--- config.mk ---
export PLATFORM = sky130hd
export DESIGN_NAME = axis_host_driver
export DESIGN_NICKNAME = d
export VERILOG_FILES = /design/src/rtl/axis_host_driver.sv
export SDC_FILE = /design/constraint.sdc
export NUM_CORES = 1
export LEC_CHECK = 0
export CAP_MARGIN = 20
export CORE_AREA = 3 3 200 202
export CTS_CLUSTER_SIZE = 14
export DETAILED_ROUTE_END_ITERATION = 7
export DIE_AREA = 0 0 203 205
export PLACE_DENSITY = 0.66
export SYNTH_ARGS = -nofsm -noshare
export SYNTH_HDL_FRONTEND = slang
export SYNTH_SLANG_ARGS = --single-unit
export TNS_END_PERCENT = 1
--- constraint.sdc ---
create_clock -name clk -period 2.8 [get_ports clk]
set_clock_uncertainty 0.1 [all_clocks]
set_input_delay 0.28 -clock clk [delete_from_list [all_inputs] [get_ports clk]]
set_output_delay 0.28 -clock clk [all_outputs]
set_load 0.05 [all_outputs]
--- src/rtl/axis_host_driver.sv ---
// Host-side AXI-Stream driver: buffers one input frame, runs the 4-phase start
// handshake, streams the frame out, collects the result words and holds them for readback.
module axis_host_driver #(
  parameter int DATAWIDTH  = 32,
  parameter int INPDATANUM = 8,
  parameter int OUTDATANUM = 4,
  localparam int INPADRWIDTH = $clog2(INPDATANUM),
  localparam int OUTADRWIDTH = $clog2(OUTDATANUM)
) (
  input  logic                   clk,
  input  logic                   rst_n,
  input  logic                   cmd_start,
  output logic                   busy,
  output logic                   done,
  output logic                   err,
  input  logic                   ld_wr,
  input  logic [INPADRWIDTH-1:0] ld_adr,
  input  logic [DATAWIDTH-1:0]   ld_data,
  input  logic [OUTADRWIDTH-1:0] rd_adr,
  output logic [DATAWIDTH-1:0]   rd_data,
  output logic                   ex_start,
  input  logic                   ex_startAck,
  output logic [DATAWIDTH-1:0]   m_data,
  output logic                   m_valid,
  output logic                   m_last,
  input  logic                   m_ready,
  input  logic [DATAWIDTH-1:0]   s_data,
  input  logic                   s_valid,
  input  logic                   s_last,
  output logic                   s_ready,
  output logic [2:0]             dbg_state
);

  // Stream handshake: a beat transfers on any rising edge where valid and ready
  // are both high; valid and the payload stay constant until that beat happens.
  typedef enum logic [2:0] {
    S_IDLE = 3'd0,
    S_REQ  = 3'd1,
    S_REL  = 3'd2,
    S_SEND = 3'd3,
    S_RECV = 3'd4,
    S_DONE = 3'd5
  } state_t;

  localparam logic [INPADRWIDTH-1:0] ILAST = INPADRWIDTH'(INPDATANUM - 1);
  localparam logic [OUTADRWIDTH-1:0] OLAST = OUTADRWIDTH'(OUTDATANUM - 1);

  state_t                 r_state;
  logic [INPADRWIDTH-1:0] r_ict;
  logic [OUTADRWIDTH-1:0] r_oct;
  logic                   r_busy;
  logic                   r_done;
  logic                   r_err;
  logic                   r_ex_start;
  logic                   r_m_valid;
  logic                   r_s_ready;
  logic [DATAWIDTH-1:0]   r_inbuf  [INPDATANUM];
  logic [DATAWIDTH-1:0]   r_outbuf [OUTDATANUM];

  always_ff @(posedge clk or negedge rst_n) begin
    if (!rst_n) begin
      r_state    <= S_IDLE;
      r_ict      <= '0;
      r_oct      <= '0;
      r_busy     <= 1'b0;
      r_done     <= 1'b0;
      r_err      <= 1'b0;
      r_ex_start <= 1'b0;
      r_m_valid  <= 1'b0;
      r_s_ready  <= 1'b0;
      for (int i = 0; i < INPDATANUM; i++) r_inbuf[i] <= '0;
      for (int i = 0; i < OUTDATANUM; i++) r_outbuf[i] <= '0;
    end else begin
      // Loads are only taken while idle or done so the frame in flight never changes.
      if (ld_wr && !r_busy) r_inbuf[ld_adr] <= ld_data;
      case (r_state)
        S_IDLE, S_DONE: begin
          if (cmd_start) begin
            r_state    <= S_REQ;
            r_err      <= 1'b0;
            r_ict      <= '0;
            r_oct      <= '0;
            r_busy     <= 1'b1;
            r_done     <= 1'b0;
            r_ex_start <= 1'b1;
          end
        end
        S_REQ: begin
          if (ex_startAck) begin
            r_state    <= S_REL;
            r_ex_start <= 1'b0;
          end
        end
        S_REL: begin
          if (!ex_startAck) begin
            r_state   <= S_SEND;
            r_m_valid <= 1'b1;
          end
        end
        S_SEND: begin
          if (m_ready) begin
            if (r_ict == ILAST) begin
              r_state   <= S_RECV;
              r_m_valid <= 1'b0;
              r_s_ready <= 1'b1;
            end else begin
              r_ict <= r_ict + INPADRWIDTH'(1);
            end
          end
        end
        S_RECV: begin
          if (s_valid) begin
            r_outbuf[r_oct] <= s_data;
            // Framing is only flagged; completion is decided by the word count.
            if (s_last != (r_oct == OLAST)) r_err <= 1'b1;
            if (r_oct == OLAST) begin
              r_state   <= S_DONE;
              r_s_ready <= 1'b0;
              r_busy    <= 1'b0;
              r_done    <= 1'b1;
            end else begin
              r_oct <= r_oct + OUTADRWIDTH'(1);
            end
          end
        end
        default: r_state <= S_IDLE;
      endcase
    end
  end

  assign busy      = r_busy;
  assign done      = r_done;
  assign err       = r_err;
  assign ex_start  = r_ex_start;
  assign m_valid   = r_m_valid;
  assign s_ready   = r_s_ready;
  assign m_data    = r_m_valid ? r_inbuf[r_ict] : '0;
  assign m_last    = r_m_valid && (r_ict == ILAST);
  assign rd_data   = r_outbuf[rd_adr];
  assign dbg_state = r_state;

endmodule

Word level (Yosys, flattened, before mapping)
Index checks and enable logic that the tools add are counted.
Storage, ports and cells
  register bits: 398
  latch bits: 0
  bits in writable memories: 0
  ROM bits: 0
  bits of input ports: 77
  output and inout port bits: 74
  logic and storage cells: 121
  memories: 0
Operators by class
  add/sub/neg operators: 2
  multiply operators: 0
  div/mod/pow operators: 0
  $lt $le $gt $ge: 6
  eq/ne operators: 18
  shifts and indexed selects: 0
  muxes and demuxes: 49
  bitwise gates (word level): 4
  reduce and logical (&&, ||, !) cells: 21
Operator list (number)
  $bwmux W256: 1
  $mux W32: 7
  $bwmux W128: 1
  $bmux W32 S3: 1
  $demux W32 S3: 1
  $bmux W32 S2: 1
  $demux W32 S2: 1
  $mux W3: 10
  $ne A2 B2 Y1 const B: 10
  $reduce_and A4 Y1: 5
  $pmux W3 S5: 1
  $mux W1: 14
  $pmux W1 S2: 6
  $reduce_bool A2 Y1: 5
  $eq A3 B3 Y1 const B: 3
  $ge A4 B4 Y1 const B: 2
  $not A3 Y4: 2
  $reduce_and A7 Y1: 1
  $eq A3 B2 Y1 const B: 2
  $ge A3 B3 Y1 const B: 2
  $mux W2: 3
  $not A2 Y3: 2
  $pmux W3 S2: 1
  $reduce_and A5 Y1: 1
  14 further kinds: 17

Longest topological paths before layout
  depth after elaboration: 6
  depth in mapped cells: 7
  mapped depth without buffers: 7

Worst setup path before layout
No wires, ideal clock.
  path kind: flip-flop to output port
  start point: register r_ict[1]
  end point: output port m_data[22]
  arrival time: 1.903 ns
  data required time: 2.420 ns
  slack: 0.517 ns
  cell stages (with the launch flop): 6
  path buffers: 2
  path through: dfrtp_1 > buf_2 > clkbuf_1 > mux4_2 > mux2i_1 > nor2b_1
On the way
  longest elaborated chain between the ends: 5
Ends and longest elaborated chain
  start, declared: RTL line 49  | logic [INPADRWIDTH-1:0] r_ict;
  start signal, assigned: RTL line 107  | r_ict <= r_ict + INPADRWIDTH'(1);
  $not A3 Y4 (implied by the code): RTL line 137  | assign m_data = r_m_valid ? r_inbuf[r_ict] : '0;
  $bmux W32 S3: RTL line 137
  $mux W32 (implied by the code) (2 in series): RTL line 137
  $mux W32: RTL line 137
  end, declared: RTL line 23  | output logic [DATAWIDTH-1:0] m_data,
Every way passes these cells. The select of a mux whose other input is x is not followed.

Worst setup path in the final report
  start point: register r_ict[0]
  end point: output port m_data[16]
The elaborated chain is that of the path after synthesis.

==> results.toml <==
[worst_setup_path]
worstPathArrival_ns = 2.29
worstPathCellList = "buf_12 -> mux4_2 -> mux2i_1 -> nor2b_1 -> buf_4"
startpoint = "r_ict[0]$_DFFE_PN0P_"
criticalPathCategory = "flop to output pin"
path_max_fanout = 16
crit_required_ns = 2.42
worstReg2RegStart = "r_ict[0]$_DFFE_PN0P_"
cp_slowest_cell = "dfrtp_4"
cp_slowest_stage_delay_ns = 0.52
startpoint_type = "flop"
cp-end-kind = "output pin"

[global_routing]
grt_max_degree = 92
gr-total-overflow = 0
grt_pass1_wl_mm = 63.9
groute.layer.met1.usage_pct = 26.8
grt.busiest_layer = "met2"
met2_usage_pct = 33.1
grt_pass1_vias = 11000
antenna_found_initial = 4
met3_usage_pct = 3.23
grt_util_all_layers_pct = 19.6

[sta]
period_share_pct = 95.2
timing.hold.ws_ns = 0.132
fmax_ghz = 0.375
finalSetupTns_ns = 0
setup_viol = 0
hold_viol = 0
worst_pin_slew_ns = 0.605
max_slew_margin_pct = 59.6
rsz0062_at_grt = "false"
slew_violations = 0
finalCriticalPeriod_ns = 2.67

[cts]
cts_buffers = 44
clk_transition_reported_paths_ns = 0.06
cts_sinks = 398
cts-htree-levels = 2
cts_tree = "built"
postCtsResizedCells = 0
cts_root_buf = "clkbuf_16"
clk_path_buf_depth = 3
insertion_delay_ns = 0.55

[logic_synthesis]
netlist_top_cells_count = "398 x dfrtp_1, 312 x mux2_2, 96 x mux4_2"
synth_seq_cells = 398
synth_cell_types = 43
synth_area_um2 = 18000
synth_edf_count = 0
synth_top_area_share_pct = 55.4
yosysTopAreaCell = "dfrtp_1"
synth_top_family_by_area = "multiplexers"
synth.yosys.warnings = 0
synth_compound_area_share_pct = 1.09
synth_fa_ha_area_share_pct = 0.418
syn_inst = 1108
yosysMostFrequentCell = "dfrtp_1"
synthFlopType = "dfrtp_1"
syn_avg_cell_area_um2 = 16.2
synth_nets = 1191
synthMuxAreaShare_pct = 38.1
ys_seq_area_share_pct = 55.4
synth-xor-area-share_pct = 0.0487
synth_area_leaders = "dfrtp_1 55%, mux2_2 20%, mux4_2 12%, mux2_1 4.6%, mux2i_1 1.9%"
synth-simple-area-share_pct = 2.76
synthArstFlopShare_pct = 100

[pwr]
combinationalPowerShare_pct = 37.3
pwr-share-clk_pct = 24.5
power_leakage_uw = 0.00997
p_sw_share_pct = 32.8
p_int_uw = 15800
pwr_density_cell_nw_per_um2 = 1060
netSwitchingPower_uw = 7700
peakVddDrop_v = 0.000858
seqPwrFrac_pct = 38.1

[layout]
drive_gt1_share_pct = 46.4
nets = 1355
seq_area_um2 = 9970
fillers = 3021
syn2layout_area_growth_pct = 23.0
multi_input_comb_area_um2 = 7640

[route]
via_per_inst = 5.53
dr.pass1.iters = 4
avgRoutedWirePerCell_um = 21.9
vias = 10100
drt_iter0_drc = 488
postRouteAntennaNets = 0
drt_wl_total_mm = 39.9
drc_errors = 0

[floorplanning]
core_area_um2 = 38500
start_util_pct = 46.7
die_area_um2 = 41600
fp.dieH_um = 205
die_x_um = 203
fp-row-count = 72
io_pins = 151

[run_status]
status = "completed"

[placed_design]
gp_congestion = 0.793
port_buffers = 150
hpwlAfterDp_mm = 24.5

[min_path]
hold_path_class = "input port to async pin"

[run]
maxCapViolCount = 0
power by group through the flow:
stage,Sequential [uW],Combinational (uW),Clock (uW)
finish,8960,8770,5760
global route,9220,9380,6150
CTS,8950,8910,5930
detailed placement,9090,8810,0
global placement,9000,8650,0
floorplan,8760,6170,0
path summary, 6_finish.rpt:
check / end / slack, ns / cells past startpoint
max in group asynchronous: r_inbuf[18]$_DFFE_PN0P_ / 1.61 / 3
min in group clk: r_outbuf[99]$_DFFE_PN0P_ / 0.32 / 2
worst min register to register: r_inbuf[80]$_DFFE_PN0P_ / 0.38 / 1
worst max-delay path: m_data[16] / 0.13 / 5
worst max register to register: r_ict[0]$_DFFE_PN0P_ / 0.53 / 8
worst min-delay path: r_outbuf[79]$_DFFE_PN0P_ / 0.13 / 2
stage by stage:
stage	util, %	cells	power [uW]	worst slack [ns]	instance area (um2)
detailed placement	53.6	1740	17900	0.407	20600
global route	57.4	1824	24700	0.0228	22100
floorplan	-	1108	14900	0.517	18000
global placement	53.6	1740	17700	0.383	20600
finish	57.4	1824	23500	0.134	22100
CTS	57.4	1823	23800	0.0724	22100
area by class of cell:
cell class                      instances  share of cell area, %
Tap cell                              518                   2.93
Timing Repair Buffer                  191                   10.7
Multi-Input combinational cell        631                   34.6
Clock buffer                           62                   5.79
Antenna cell                            1                 0.0113
Clock inverter                         17                  0.787
Sequential cell                       398                   45.1
Inverter                                6                  0.102
placed cells by master, fill, tap and decap left out, types with 2 or more instances in the layout:
cell,instances
dfrtp_1,395
mux2_2,312
mux4_2,96
clkdlybuf4s50_1,82
mux2_1,73
buf_12,57
buf_4,49
clkbuf_16,45
nor2b_1,37
mux2i_1,34
clkinv_2,10
a21oi_1,9
clkbuf_8,9
nand2_1,8
clkbuf_1,8
o21ai_0,7
inv_1,6
ha_1,6
nand2_2,5
nor2_1,4
nand3_1,4
nand3b_1,3
inv_6,3
bufinv_16,3
and2_1,2
nand2b_2,2
nor3b_4,2
nor2_4,2
nand2b_1,2
a31oi_1,2
a21o_1,2
o22ai_1,2
dfrtp_2,2
logic make-up (layout without fill, tap and decap cells):
logic type | after synthesis | after routing
multiplexers | 515 | 515
flip-flops | 398 | 398
buffers and inverters | 79 | 276
AND/OR/NAND/NOR | 78 | 78
AO/OA/AOI/OAI | 31 | 31
adder cells (fa/ha/maj) | 6 | 6
XOR/XNOR | 1 | 1
other | 0 | 1
per-layer routing:
| metal | wire length (um) | vias up |
|---|---|---|
| met2 | 20000 | 152 |
| met3 | 1350 | 60 |
| met1 | 17800 | 5405 |
| met4 | 787 | 4 |
| li1 | - | 4472 |
| met5 | 24 | - |
worst max-delay path: cells and delay by family (launching register included):
family / cells / cell delay [ns]
multiplexers: 2 / 0.73
flip-flops: 1 / 0.52
buffers and inverters: 2 / 0.40
AND/OR/NAND/NOR: 1 / 0.08
flip-flops by register name, summed over array words and instances (netlist names):
register and cells:
s_ready 1, dbg_state 3, busy 1, r_outbuf 128
r_oct 2, m_valid 1, done 1, ex_start 1
err 1, r_ict 3, r_inbuf 256
repair_timing:
action,CTS,global route
endpoints found under the hold margin,213,0
hold buffers,1,0
buffers inserted,3,0
setup endpoints to repair,25,0
No activity file was read; power rests on OpenSTA's default activity.
